## src/rtl/bresenham_line_drawer.sv

```systemverilog
// Rasterizes one line segment into a stream of single-pixel framebuffer writes,
// one pixel per clock, using integer Bresenham stepping in all eight octants.
//
// state | meaning
// IDLE  | waiting for start, endpoints and color latched on acceptance
// SETUP | derive deltas, step directions and initial error term
// DRAW  | present one pixel per cycle and step toward the end point
// DONE  | one-cycle done pulse, then back to IDLE
module bresenham_line_drawer #(
  parameter int WIDTH = 11,
  parameter int X_MAX = 640,
  parameter int Y_MAX = 480
) (
  input  logic             clk,
  input  logic             reset_n,
  input  logic             start,
  input  logic [WIDTH-1:0] x0,
  input  logic [WIDTH-1:0] y0,
  input  logic [WIDTH-1:0] x1,
  input  logic [WIDTH-1:0] y1,
  input  logic             color_in,
  output logic             busy,
  output logic             done,
  output logic [WIDTH-1:0] x,
  output logic [WIDTH-1:0] y,
  output logic             pixel_color,
  output logic             pixel_write
);

  localparam int EW = WIDTH + 3;

  typedef enum logic [1:0] {S_IDLE, S_SETUP, S_DRAW, S_DONE} state_t;

  state_t state_q, state_d;
  logic [WIDTH-1:0] x0_q, x0_d, y0_q, y0_d, x1_q, x1_d, y1_q, y1_d;
  logic [WIDTH-1:0] x_q, x_d, y_q, y_d;
  logic signed [EW-1:0] dx_q, dx_d, dy_q, dy_d, err_q, err_d;
  logic signed [EW:0]   e2;
  logic signed [EW-1:0] xa, xb, ya, yb;
  logic sx_q, sx_d, sy_q, sy_d;
  logic color_q, color_d, pw_q, pw_d, busy_q, busy_d, done_q, done_d;

  function automatic logic in_range(input logic [WIDTH-1:0] px, input logic [WIDTH-1:0] py);
    return (int'(px) < X_MAX) && (int'(py) < Y_MAX);
  endfunction

  assign xa = $signed({3'b000, x0_q});
  assign xb = $signed({3'b000, x1_q});
  assign ya = $signed({3'b000, y0_q});
  assign yb = $signed({3'b000, y1_q});
  assign e2 = $signed({err_q, 1'b0});

  always_comb begin
    state_d = state_q;
    x0_d    = x0_q;
    y0_d    = y0_q;
    x1_d    = x1_q;
    y1_d    = y1_q;
    x_d     = x_q;
    y_d     = y_q;
    dx_d    = dx_q;
    dy_d    = dy_q;
    err_d   = err_q;
    sx_d    = sx_q;
    sy_d    = sy_q;
    color_d = color_q;
    pw_d    = 1'b0;
    busy_d  = busy_q;
    done_d  = 1'b0;
    unique case (state_q)
      S_IDLE: begin
        if (start) begin
          x0_d    = x0;
          y0_d    = y0;
          x1_d    = x1;
          y1_d    = y1;
          color_d = color_in;
          busy_d  = 1'b1;
          state_d = S_SETUP;
        end
      end
      S_SETUP: begin
        // dy is kept negative so the classic single-error-term form works in every octant
        sx_d    = (x0_q < x1_q);
        sy_d    = (y0_q < y1_q);
        dx_d    = (xb > xa) ? (xb - xa) : (xa - xb);
        dy_d    = (yb > ya) ? (ya - yb) : (yb - ya);
        err_d   = dx_d + dy_d;
        x_d     = x0_q;
        y_d     = y0_q;
        pw_d    = in_range(x0_q, y0_q);
        state_d = S_DRAW;
      end
      S_DRAW: begin
        if ((x_q == x1_q) && (y_q == y1_q)) begin
          done_d  = 1'b1;
          state_d = S_DONE;
        end else begin
          if (e2 >= dy_q) begin
            err_d = err_d + dy_q;
            x_d   = sx_q ? (x_q + 1'b1) : (x_q - 1'b1);
          end
          if (e2 <= dx_q) begin
            err_d = err_d + dx_q;
            y_d   = sy_q ? (y_q + 1'b1) : (y_q - 1'b1);
          end
          pw_d = in_range(x_d, y_d);
        end
      end
      S_DONE: begin
        busy_d  = 1'b0;
        state_d = S_IDLE;
      end
      default: state_d = S_IDLE;
    endcase
  end

  always_ff @(posedge clk or negedge reset_n) begin
    if (!reset_n) begin
      state_q <= S_IDLE;
      x0_q    <= '0;
      y0_q    <= '0;
      x1_q    <= '0;
      y1_q    <= '0;
      x_q     <= '0;
      y_q     <= '0;
      dx_q    <= '0;
      dy_q    <= '0;
      err_q   <= '0;
      sx_q    <= 1'b0;
      sy_q    <= 1'b0;
      color_q <= 1'b0;
      pw_q    <= 1'b0;
      busy_q  <= 1'b0;
      done_q  <= 1'b0;
    end else begin
      state_q <= state_d;
      x0_q    <= x0_d;
      y0_q    <= y0_d;
      x1_q    <= x1_d;
      y1_q    <= y1_d;
      x_q     <= x_d;
      y_q     <= y_d;
      dx_q    <= dx_d;
      dy_q    <= dy_d;
      err_q   <= err_d;
      sx_q    <= sx_d;
      sy_q    <= sy_d;
      color_q <= color_d;
      pw_q    <= pw_d;
      busy_q  <= busy_d;
      done_q  <= done_d;
    end
  end

  assign busy        = busy_q;
  assign done        = done_q;
  assign x           = x_q;
  assign y           = y_q;
  assign pixel_color = color_q;
  assign pixel_write = pw_q;

endmodule

```

## config.mk

```make
export PLATFORM = sky130hd
export DESIGN_NAME = bresenham_line_drawer
export DESIGN_NICKNAME = d
export VERILOG_FILES = /design/src/rtl/bresenham_line_drawer.sv
export SDC_FILE = /design/constraint.sdc
export NUM_CORES = 1
export LEC_CHECK = 0
export ABC_AREA = 1
export ABC_CLOCK_PERIOD_IN_PS = 6100
export CORE_MARGIN = 1
export CORE_UTILIZATION = 45
export DETAILED_ROUTE_END_ITERATION = 12
export PLACE_DENSITY_LB_ADDON = 0.1
export RECOVER_POWER = 100
export REMOVE_ABC_BUFFERS = 1
export SETUP_SLACK_MARGIN = 0.05
export SLEW_MARGIN = 15
export SYNTH_ARGS = -nofsm -noshare
export SYNTH_HDL_FRONTEND = slang
export SYNTH_SLANG_ARGS = --single-unit
```

## constraint.sdc

```tcl
create_clock -name clk -period 6.1 [get_ports clk]
set_clock_uncertainty 0.1 [all_clocks]
set_input_delay 1.22 -clock clk [delete_from_list [all_inputs] [get_ports clk]]
set_output_delay 1.22 -clock clk [all_outputs]
set_load 0.02 [all_outputs]
```

## Yosys cells after proc, flatten, opt, wreduce, memory -nomap -nowiden

Cells that the tools add are included.
Widths: inputs -> output; s select.

- Register bits after elaboration: 116
- Input port bits: 48
- Output and inout bits: 26
- Logic and storage cells: 84

- $add $sub $neg: 11
- Magnitude comparators: 10
- Eq/ne operators: 8
- Multiplexer cells: 29
- Reductions and logical operators: 10

Operators with widths:

| kind | number |
|---|---|
| $mux 11 | 10 |
| $mux 14 | 7 |
| $sub 11x11->12 | 4 |
| $pmux 11 s2 | 2 |
| $add 14x14->14 | 3 |
| $pmux 14 s2 | 1 |
| $add 11x1->11 const B | 2 |
| $eq 11x11->1 | 2 |
| $gt 11x11->1 | 2 |
| $lt 11x10->1 const B | 2 |
| $lt 11x11->1 | 2 |
| $lt 11x9->1 const B | 2 |
| $sub 11x1->11 const B | 2 |
| $ge 15x14->1 | 1 |
| $le 15x14->1 | 1 |
| $pmux 2 s4 | 1 |
| $reduce_and 2->1 | 4 |
| $ne 2x2->1 const B | 3 |
| $eq 2x2->1 const B | 2 |
| $mux 1 | 4 |
| $mux 2 | 2 |
| $pmux 1 s2 | 2 |
| $reduce_bool 2->1 | 2 |
| $logic_and 1x1->1 | 3 |
| 2 further kinds | 2 |

## Depth between registers and ports, before layout

Gate-level depths: netlist (run 1).

- Word-level depth: 9
- Mapped depth: 27
- Mapped depth without buffers: 26

## Least setup slack after synthesis (run 1)

No wires, ideal clock.

- Path type: register to register
- Start: register y1_q[0]
- End: register err_q[10]
- Setup time: 124 ps
- Data arrival time: 3465 ps
- Required time: 5876 ps
- Setup slack: 2412 ps
- Stages on the path, launching flop included: 26
- Buffers on the path: 1
- Path through: dfrtp_1 inv_1 ha_1 inv_1 fa_1 inv_1 o21ai_1 a21oi_1 o21ai_1 nand2_1 buf_4 inv_2 nand2_1 nand2_1 fa_1 nand2_1 inv_1 o21ai_0 nand2_1 nand2_1 nand3_1 nand2_1 o21ai_0 or2_2 nand3_1 a21oi_1

- Longest elaborated chain between the ends: 4
- Elaborated cells between the ends (all ways): 10
- Those cells by class: 3 x add/sub; 1 x order compare; 2 x eq/ne; 2 x mux; 2 x reduce/logical

RTL lines:

| element | RTL line | source |
|---|---|---|
| start, declared | 35 | `logic [WIDTH-1:0] x0_q, x0_d, y0_q, y0_d, x1_q, x1_d, y1_q, y1_d;` |
| start signal, assigned | 141 | `y1_q <= y1_d;` |
| $sub 11x11->12, or another cell as far along | 87 | `dy_d = (yb > ya) ? (ya - yb) : (yb - ya);` |
| $mux 14 or $logic_and 1x1->1 (tied branches) | 87, 95 |  |
| $add 14x14->14 or $ne 2x2->1 (tied branches) | - |  |
| $pmux 14 s2 or $reduce_and 2->1 (tied branches) | - |  |
| end signal, assigned | 146 | `err_q <= err_d;` |
| end, declared | 37 | `logic signed [EW-1:0] dx_q, dx_d, dy_q, dy_d, err_q, err_d;` |

Parallel ways exist; a longest one is shown, timed or not.
A chain may end at the register's enable or synchronous reset.

## Final worst setup path (run 1)

- Start: register dy_q[12]
- End: register err_q[12]

- Longest elaborated chain between the ends: 8
- Elaborated cells between the ends (all ways): 9
- Those cells by class: 2 x add/sub; 1 x order compare; 6 x mux

RTL lines:

| element | RTL line | source |
|---|---|---|
| start, declared | 37 |  |
| start signal, assigned | 145 | `dy_q <= dy_d;` |
| $add 14x14->14 or $ge 15x14->1 (tied branches) | 100, 99 |  |
| $mux 14 * | 99 | `if (e2 >= dy_q) begin` |
| $mux 14 * | 95 | `if ((x_q == x1_q) && (y_q == y1_q)) begin` |
| $mux 14 * | 70 | `unique case (state_q)` |
| $add 14x14->14 | 104 | `err_d = err_d + dx_q;` |
| $mux 14 * | 103 | `if (e2 <= dx_q) begin` |
| $mux 14 * | 95 |  |
| $pmux 14 s2 * | 70 |  |

Every way passes the cells marked *; elsewhere a longest branch is shown, timed or not. The select of a mux whose other input is x is not followed.

==> impl_metrics.tcl, run 1 <==
set metrics [dict create \
    status "complete, but fails checks" \
    violations "max-capacitance violations, max-slew violations" \
    fin_cells 1972 \
    routabilityCongestion 0.931 \
    final_common_cell "nand2_1" \
    tightestPinTransition_ns 3.58 \
    setup-tns-final_ns 0 \
    drc 0 \
    synthArstFlopShare_pct 100 \
    fill_cells 2518 \
    yosysWarningCount 0 \
    postSynthAreaPerCell_sq_um 6.88 \
    slew_headroom_pct -139 \
    routedWlPerCell_um 17.0 \
    diodes 0 \
    slew_violations 144 \
    largest_reg_flops 14 \
    path_max_fanout 25 \
    cts_root_buf "clkbuf_16" \
    rsz0062_at_grt "false" \
    clock_path_buffers 2 \
    synth_edf_count 0 \
    timing.hold.ws_ns 0.391 \
    area_delta_synth_final_pct 11.6 \
    fin_crit_ns 4.89 \
    max-cap-violations 3 \
    period_share_pct 80.2 \
    drive_gt1_share_pct 2.60 \
    grt_pass1_vias 9999 \
    ys.flop_type "dfrtp_1" \
    ant_nets 0 \
    synth_cells 1591 \
    synth_top_area_share_pct 25.6 \
    crit_type "flip-flop to flip-flop" \
    yosysTopAreaCell "dfrtp_1" \
    dpl.hpwl_mm 26.6 \
    die_h_um 158 \
    htreeDepth 3 \
    cp_data_required_time_ns 6.25 \
    clk_pin_slew_ns 0.09 \
    rows 56 \
    placed_cells 1956 \
    cts_tree "built" \
    crit_chain "inv_1 -> ha_1 -> a21oi_1 -> o21ai_0 -> nor2_1 -> nand3_1 -> nand2_1 -> inv_2 -> nand2_1 -> o21ai_0 -> inv_1 -> ha_1 -> inv_1 -> fa_1 -> o31ai_1 -> nand3_1 -> nand4_1 -> xor2_1 -> o211ai_2 -> nor2_1 -> nor2_1" \
    start_kind "flip-flop" \
    reg.largest.list "err_q (14), dx_q (12), dy_q (12)" \
    fin_nets 1839 \
    antenna_found_initial 0 \
    synth.distinct_cells 49 \
    portBuffers 73 \
    holdBufCountCts 0 \
    grt_pass1_wl_mm 53.0 \
    slowest_delay_ns 0.70 \
    die_x_um 158 \
    cts_buffers 9 \
    viasPerCell 5.32 \
    grt_usage_pct 27.8 \
    first_pass_iters 7 \
    finalHoldViolations 0 \
    dr_total_vias 10498 \
    initial_core_util_pct 46.2 \
    grt_overflow 0 \
    ys_ff_latch 112 \
    regMostFlops "err_q" \
    die-area_sq_um 25000 \
    cp-end-kind "flip-flop" \
    core_area_sq_um 23700 \
    ys_seq_area_share_pct 25.6 \
    grt_start_max_net_pins 61 \
    wl_mm 33.5 \
    synthesis.area_sq_um 10900 \
    cts.sinks 112 \
    critPathArrivalTime_ns 5.04 \
    cts_resized 0 \
    pin_count 74 \
    mostFrequentLayoutCells "nand2_1 (387), inv_1 (237), o21ai_0 (164)" \
    fmax_ghz 0.204 \
    post_cts_buffers 0 \
    worstHoldPathType "flip-flop to flip-flop" \
    clk_latency_ns 0.37 \
    yosys-top-cells-area "dfrtp_1 (26%), ha_1 (15%), nand2_1 (13%), inv_1 (8.1%), o21ai_0 (7.0%)" \
    cpMaxStageDelayCell "nand2_1" \
    drt_iter0_markers 778 \
    setup_viol 0 \
]
==> cell type report <==
cell class	instances	area [sq um]	area share [%]
Multi-Input combinational cell	1201	7030	57.5
Tap cell	319	399	3.27
Timing Repair Buffer	80	762	6.24
Clock buffer	12	256	2.10
Clock inverter	4	58.8	0.481
Inverter	244	916	7.49
Sequential cell	112	2800	22.9
==> cell families (layout without fill, tap and decap cells) <==
logic type / Yosys count / count (layout) / share of synthesized area, %
buffers and inverters: 278 / 340 / 9.90
XOR/XNOR: 66 / 66 / 5.28
flip-flops: 112 / 112 / 25.6
adder cells (fa/ha/maj): 143 / 143 / 17.0
AND/OR/NAND/NOR: 620 / 620 / 23.8
multiplexers: 1 / 1 / 0.0914
AO/OA/AOI/OAI: 371 / 371 / 18.3
==> worst max-delay path, delay by kind of cell, from the launching register on <==
kind,cells,cell delay (ns)
xor gates and xnor gates,1,0.19
adders and majority gates,3,0.96
AOI/OAI and AO/OA,5,1.03
buffers and inverters,4,0.57
DFF,1,0.40
and+or+nand+nor,8,1.51
==> metrics by stage <==
stage	instance area [sq um]	setup slack (ns)	util (%)
after floorplan	10800	2.36	-
after global placement	12000	1.67	50.5
after detailed placement	12000	1.60	50.5
after CTS	12300	1.57	51.8
after global routing	12200	0.709	51.6
final	12200	1.21	51.6
==> worst paths after layout <==
path	from	end	slack [ns]	cells after the start
worst max-delay path	dy_q[12]	err_q[12]	1.21	21
worst min-delay path	pixel_color	pixel_color	0.39	2
worst max register to register	dy_q[12]	err_q[12]	1.21	21
worst min register to register	pixel_color	pixel_color	0.39	2
max in group asynchronous	reset_n	y1_q[3]	1.71	2
min in group asynchronous	reset_n	x[3]	1.96	1
==> cells in the mapped netlist (all sizes together), types with 2 or more instances <==
master / count
or2: 9
o22ai: 15
ha: 134
a21o: 7
o2111ai: 3
nand4: 27
nand2: 391
inv: 243
buf: 16
fa: 9
a22oi: 8
nand3b: 4
xor2: 47
nor2: 103
clkbuf: 18
nand3: 68
dfrtp: 112
nor3: 16
o31ai: 2
a21oi: 140
nor4: 2
o21bai: 11
xnor2: 19
a31oi: 6
o21ai: 172
==> per-layer routing <==
layer	vias to the layer above	global-route usage (%)	part of all wire, %
met5	-	0	0
met3	39	2.98	4.8
met2	275	44.8	45
met1	4867	38.9	48
li1	5317	-	-
met4	0	8.75	2.2
Power of run 1 is left out: the tool's default activity adds up to more than one toggle a clock period on the data nets, which glitch-free logic cannot reach.
==> run 2: changes to the inputs <==
--- a/config.mk
+++ b/config.mk
@@ -6,7 +6,7 @@
 export NUM_CORES = 1
 export LEC_CHECK = 0
 export ABC_AREA = 1
-export ABC_CLOCK_PERIOD_IN_PS = 6100
+export ABC_CLOCK_PERIOD_IN_PS = 3900
 export CORE_MARGIN = 1
 export CORE_UTILIZATION = 45
 export DETAILED_ROUTE_END_ITERATION = 12
==> constraint.sdc (replaced) <==
create_clock -name clk -period 3.9 [get_ports clk]
set_clock_uncertainty 0.1 [all_clocks]
set_input_delay 0.78 -clock clk [delete_from_list [all_inputs] [get_ports clk]]
set_output_delay 0.78 -clock clk [all_outputs]
set_load 0.02 [all_outputs]
==> impl_metrics.tcl, run 2 (same netlist as run 1, synthesis figures left out) <==
set metrics [dict create \
    cts.sinks 112 \
    max-cap-violations 1 \
    start_kind "flip-flop" \
    die_x_um 158 \
    cp_data_required_time_ns 4.05 \
    cpMaxStageDelayCell "fa_1" \
    setup-tns-final_ns 0 \
    largest_reg_flops 14 \
    critPathArrivalTime_ns 3.86 \
    routabilityCongestion 0.958 \
    clk_pin_slew_ns 0.09 \
    crit_chain "ha_4 -> fa_2 -> o21ai_2 -> a21oi_2 -> o21ai_2 -> nand2_2 -> buf_6 -> mux2i_2 -> fa_1 -> nand2_1 -> inv_1 -> o21ai_1 -> nand2_1 -> nand2_1 -> nand3_2 -> nand2_2 -> o21ai_2 -> or2_2 -> nand3_1 -> a21oi_1" \
    diodes 0 \
    viasPerCell 5.30 \
    worstHoldPathType "flip-flop to flip-flop" \
    first_pass_iters 5 \
    htreeDepth 3 \
    min_from "pixel_color" \
    final_common_cell "nand2_1" \
    regMostFlops "err_q" \
    die-area_sq_um 25000 \
    grt_pass1_vias 10366 \
    fin_crit_ns 3.71 \
    drc 0 \
    ant_nets 0 \
    setup_viol 0 \
    grt_overflow 0 \
    dpl.hpwl_mm 27.3 \
    holdBufCountCts 0 \
    portBuffers 73 \
    slew_violations 47 \
    initial_core_util_pct 46.2 \
    cts_tree "built" \
    period_share_pct 95.0 \
    cts_buffers 9 \
    rsz0062_at_grt "true" \
    pin_count 74 \
    grt_usage_pct 27.9 \
    placed_cells 2026 \
    cp-end-kind "flip-flop" \
    violations "max-capacitance violations, max-slew violations" \
    grt_start_max_net_pins 67 \
    status "complete, but fails checks" \
    dr_total_vias 10948 \
    fmax_ghz 0.270 \
    rows 56 \
    die_h_um 158 \
    layout_setup_ws_ns 0.195 \
    fin_cells 2067 \
    crit_family "adder cells" \
    slowest_delay_ns 0.44 \
    wl_mm 34.4 \
    crit_start "x0_q[0]" \
    clk_latency_ns 0.37 \
    timing.hold.ws_ns 0.390 \
    drive_gt1_share_pct 13.0 \
    grt_pass1_wl_mm 53.2 \
    tightestPinTransition_ns 2.73 \
    place_ws_ns -0.0787 \
    path_buf_inv 2 \
    core_area_sq_um 23700 \
    drt_iter0_markers 723 \
    antenna_found_initial 0 \
    crit_type "flip-flop to flip-flop" \
    finalHoldViolations 0 \
    mostFrequentLayoutCells "nand2_1 (374), inv_1 (227), o21ai_0 (141)" \
    reg.largest.list "err_q (14), dx_q (12), dy_q (12)" \
    slew_headroom_pct -81.7 \
    fill_cells 2387 \
    fin_nets 1934 \
    path_max_fanout 5 \
    clock_path_buffers 2 \
    timing.rr.start "x0_q[0]" \
    cts_root_buf "clkbuf_16" \
    routedWlPerCell_um 16.6 \
    area_delta_synth_final_pct 22.3 \
]
-- run 2: cell types whose count changed in the layout (fill, tap and decap cells not counted), moves of 7 or more --
cell,delta
a21oi_1,-11
ha_4,+15
a21oi_2,+9
nand2_1,-13
inv_2,+7
o21ai_2,+15
o21ai_1,+8
ha_1,-20
o21ai_0,-23
nand2_2,+12
buf_4,+89
inv_1,-10
-- run 2: path summary, 6_finish.rpt --
path	end	slack, ns	cells past startpoint
max in group asynchronous	err_q[4]	0.77	1
setup reg to reg	err_q[10]	0.19	20
setup / recovery	err_q[10]	0.19	20
hold / removal	pixel_color	0.39	2
hold reg to reg	pixel_color	0.39	2
min in group asynchronous	x[3]	1.17	1
-- run 2: layer usage --
metal	vias up	track usage (%)	share of wire, %
li1	5515	-	-
met1	5124	39.4	48
met2	277	45.4	45
met3	32	3.31	4.9
met4	0	6.46	1.6
met5	-	0	0
-- run 2: cell type report --
cell class	count	area (sq um)	area share, %
timing repair buffer	175	1490	11.2
clock inverter	7	77.6	0.580
sequential	112	2810	21.0
tap	319	399	2.98
inverter	244	923	6.90
clock buffer	9	225	1.68
multi-input combinational	1201	7460	55.7
-- run 2: stage by stage --
| stage | instance area, sq um | utilization [%] |
|---|---|---|
| 2_1_floorplan | 10800 | - |
| 3_3_place_gp | 12500 | 52.8 |
| 3_5_place_dp | 12500 | 52.8 |
| 4_1_cts | 12900 | 54.3 |
| 5_1_grt | 13400 | 56.5 |
| 6_report | 13400 | 56.5 |
-- run 2: timing repair --
item,4_1_cts,5_1_grt
pin swaps,7,42
resized for setup,7,120
endpoints found under the setup margin,6,10
buffers inserted,2,23
-- run 2: worst reg2reg max path: stages, from the launching register on --
cell	delay, ns
dfrtp_1	0.42
ha_4	0.18
fa_2	0.40
o21ai_2	0.19
a21oi_2	0.10
o21ai_2	0.15
nand2_2	0.13
buf_6	0.16
mux2i_2	0.19
fa_1	0.44
nand2_1	0.07
inv_1	0.05
o21ai_1	0.15
nand2_1	0.10
nand2_1	0.10
nand3_2	0.10
nand2_2	0.11
o21ai_2	0.06
or2_2	0.28
nand3_1	0.07
a21oi_1	0.07
Power of run 2 is left out for the same reason.
==> run 3: changes to the inputs <==
--- a/config.mk
+++ b/config.mk
@@ -5,7 +5,6 @@
 export SDC_FILE = /design/constraint.sdc
 export NUM_CORES = 1
 export LEC_CHECK = 0
-export ABC_AREA = 1
 export ABC_CLOCK_PERIOD_IN_PS = 3900
 export CORE_MARGIN = 1
 export CORE_UTILIZATION = 45
==> impl_metrics.tcl, run 3 <==
set metrics [dict create \
    ant_nets 0 \
    setup_viol 11 \
    crit_type "flip-flop to flip-flop" \
    fin_nets 1684 \
    timing.hold.ws_ns 0.411 \
    grt_start_max_net_pins 49 \
    routedWlPerCell_um 17.6 \
    dr_total_vias 9847 \
    portBuffers 73 \
    viasPerCell 5.52 \
    cts_tree "built" \
    yosysTopAreaCell "dfrtp_1" \
    cp_common_cell "ha_4" \
    final_common_cell "buf_4" \
    area_delta_synth_final_pct 34.2 \
    fin_util_pct 61.9 \
    worstHoldPathType "flip-flop to flip-flop" \
    drive_gt1_share_pct 27.8 \
    dpl.hpwl_mm 24.5 \
    fin_crit_ns 4.48 \
    period_share_pct 115 \
    largest_reg_flops 14 \
    grt_usage_pct 26.8 \
    cp-end-kind "flip-flop" \
    pin_count 74 \
    rrSetupSlack_ns -0.58 \
    postSynthAreaPerCell_sq_um 8.92 \
    die_x_um 155 \
    finalHoldViolations 0 \
    grt_pass1_vias 9889 \
    grt_pass1_wl_mm 50.1 \
    synth_cells 1175 \
    status "complete, but fails checks" \
    grt_overflow 0 \
    routabilityCongestion 0.923 \
    die-area_sq_um 23900 \
    tightestPinTransition_ns 2.22 \
    synthesis.area_sq_um 10500 \
    critPathArrivalTime_ns 4.67 \
    start_kind "flip-flop" \
    yosysWarningCount 0 \
    ys.flop_type "dfrtp_1" \
    cts_buffers 9 \
    yosysMostFrequentCell "ha_1" \
    rows 55 \
    first_pass_iters 6 \
    violations "max-capacitance violations, max-slew violations, negative setup slack" \
    drc 0 \
    wl_mm 31.3 \
    synth_edf_count 0 \
    core_area_sq_um 22700 \
    cp_data_required_time_ns 4.09 \
    regMostFlops "err_q" \
    clock_path_buffers 2 \
    layout_setup_ws_ns -0.576 \
    synth.distinct_cells 69 \
    rsz0062_at_grt "true" \
    reg.largest.list "err_q (14), dx_q (12), dy_q (12)" \
    yosys-top-cells-area "dfrtp_1 (27%), ha_1 (16%), mux2_2 (7.7%), xnor2_1 (4.6%), o21ai_0 (4.1%)" \
    cpMaxStageDelayCell "or4_1" \
    clk_latency_ns 0.37 \
    slew_headroom_pct -47.7 \
    holdBufCountCts 0 \
    ys_ff_latch 112 \
    synth_top_area_share_pct 26.7 \
    slew_violations 36 \
    drt_iter0_markers 455 \
    antenna_found_initial 0 \
    htreeDepth 3 \
    die_h_um 155 \
    cts_root_buf "clkbuf_16" \
    clk_pin_slew_ns 0.08 \
    fmax_ghz 0.223 \
    crit_chain "inv_4 -> ha_4 -> nand3_4 -> or4_1 -> a211oi_4 -> or2_4 -> mux2i_4 -> buf_12 -> mux2_4 -> ha_4 -> inv_2 -> fa_2 -> nor2b_2 -> o21a_1 -> o211ai_1 -> buf_4 -> a21o_1 -> o2111ai_2 -> a21oi_2 -> xnor2_1 -> nand2_1 -> a31oi_1" \
    mostFrequentLayoutCells "buf_4 (240), ha_1 (125), dfrtp_1 (112)" \
    initial_core_util_pct 46.1 \
    max-cap-violations 1 \
    ys_seq_area_share_pct 26.7 \
    diodes 0 \
    synthArstFlopShare_pct 100 \
    synthTopCellsByCount "ha_1 (134), dfrtp_1 (112), inv_1 (106), o21ai_0 (85), a21oi_1 (79)" \
    path_max_fanout 5 \
    cts.sinks 112 \
    slowest_delay_ns 0.58 \
]
[run 3: cell families after synthesis]
group	synth area share, %
AO/OA/AOI/OAI	20.9
AND/OR/NAND/NOR	12.2
adder cells (fa/ha/maj)	17.7
buffers and inverters	5.33
flip-flops	26.7
multiplexers	10.1
XOR/XNOR	7.02
[run 3: cell type report]
| type | instances | area (sq um) |
|---|---|---|
| clock buffers | 10 | 229 |
| clock inverters | 6 | 50.0 |
| fillers | 2022 | 8650 |
| inverters | 107 | 404 |
| multi-input cells | 921 | 7500 |
| flip-flops and latches | 112 | 2800 |
| well taps | 285 | 357 |
| repair buffers | 342 | 2720 |
[run 3: critical path: cells and delay by family (launching register included)]
family          cells  cell delay, ns
compound gates      7            1.15
xor+xnor            1            0.16
fa+ha+maj           3            0.79
buf+inv             4            0.43
flops               1            0.40
mux                 2            0.32
simple gates        5            1.04
[run 3: metrics by stage]
step,setup WS [ns],cells,area [sq um],setup TNS [ns]
floorplan,-1.08,1140,10300,-8.86
global placement,-1.03,1754,13400,-7.07
detailed placement,-1.11,1754,13400,-7.67
CTS,-0.586,1778,14000,-4.34
global route,-0.778,1783,14100,-7.16
finish,-0.576,1783,14100,-4.27
[run 3: path summary, 6_finish.rpt]
| path | start | end | cells past startpoint |
|---|---|---|---|
| setup / recovery | dy_q[12] | err_q[12] | 22 |
| hold / removal | pixel_color | pixel_color | 1 |
| setup reg to reg | dy_q[12] | err_q[12] | 22 |
| hold reg to reg | pixel_color | pixel_color | 1 |
| max in group asynchronous | reset_n | y[2] | 2 |
| min in group asynchronous | reset_n | dy_q[12] | 1 |
[run 3: timing repair]
| item | in CTS | in global routing |
|---|---|---|
| gates resized for setup | 74 | 21 |
| cloned | 0 | 0 |
| endpoints found under the setup margin | 12 | 12 |
| setup buffers | 12 | 5 |
| endpoints found under the hold margin | 0 | 0 |
| pin swaps | 51 | 17 |
[run 3: routing by layer]
metal | GRT usage [%] | vias up | wire, um | share of wire, %
li1 | - | 4878 | - | -
met1 | 36.1 | 4709 | 14800 | 47
met2 | 44.5 | 213 | 14800 | 47
met3 | 3.03 | 47 | 946 | 3.0
met4 | 9.29 | 0 | 778 | 2.5
met5 | 0 | - | 0 | 0
Power of run 3 is left out for the same reason.
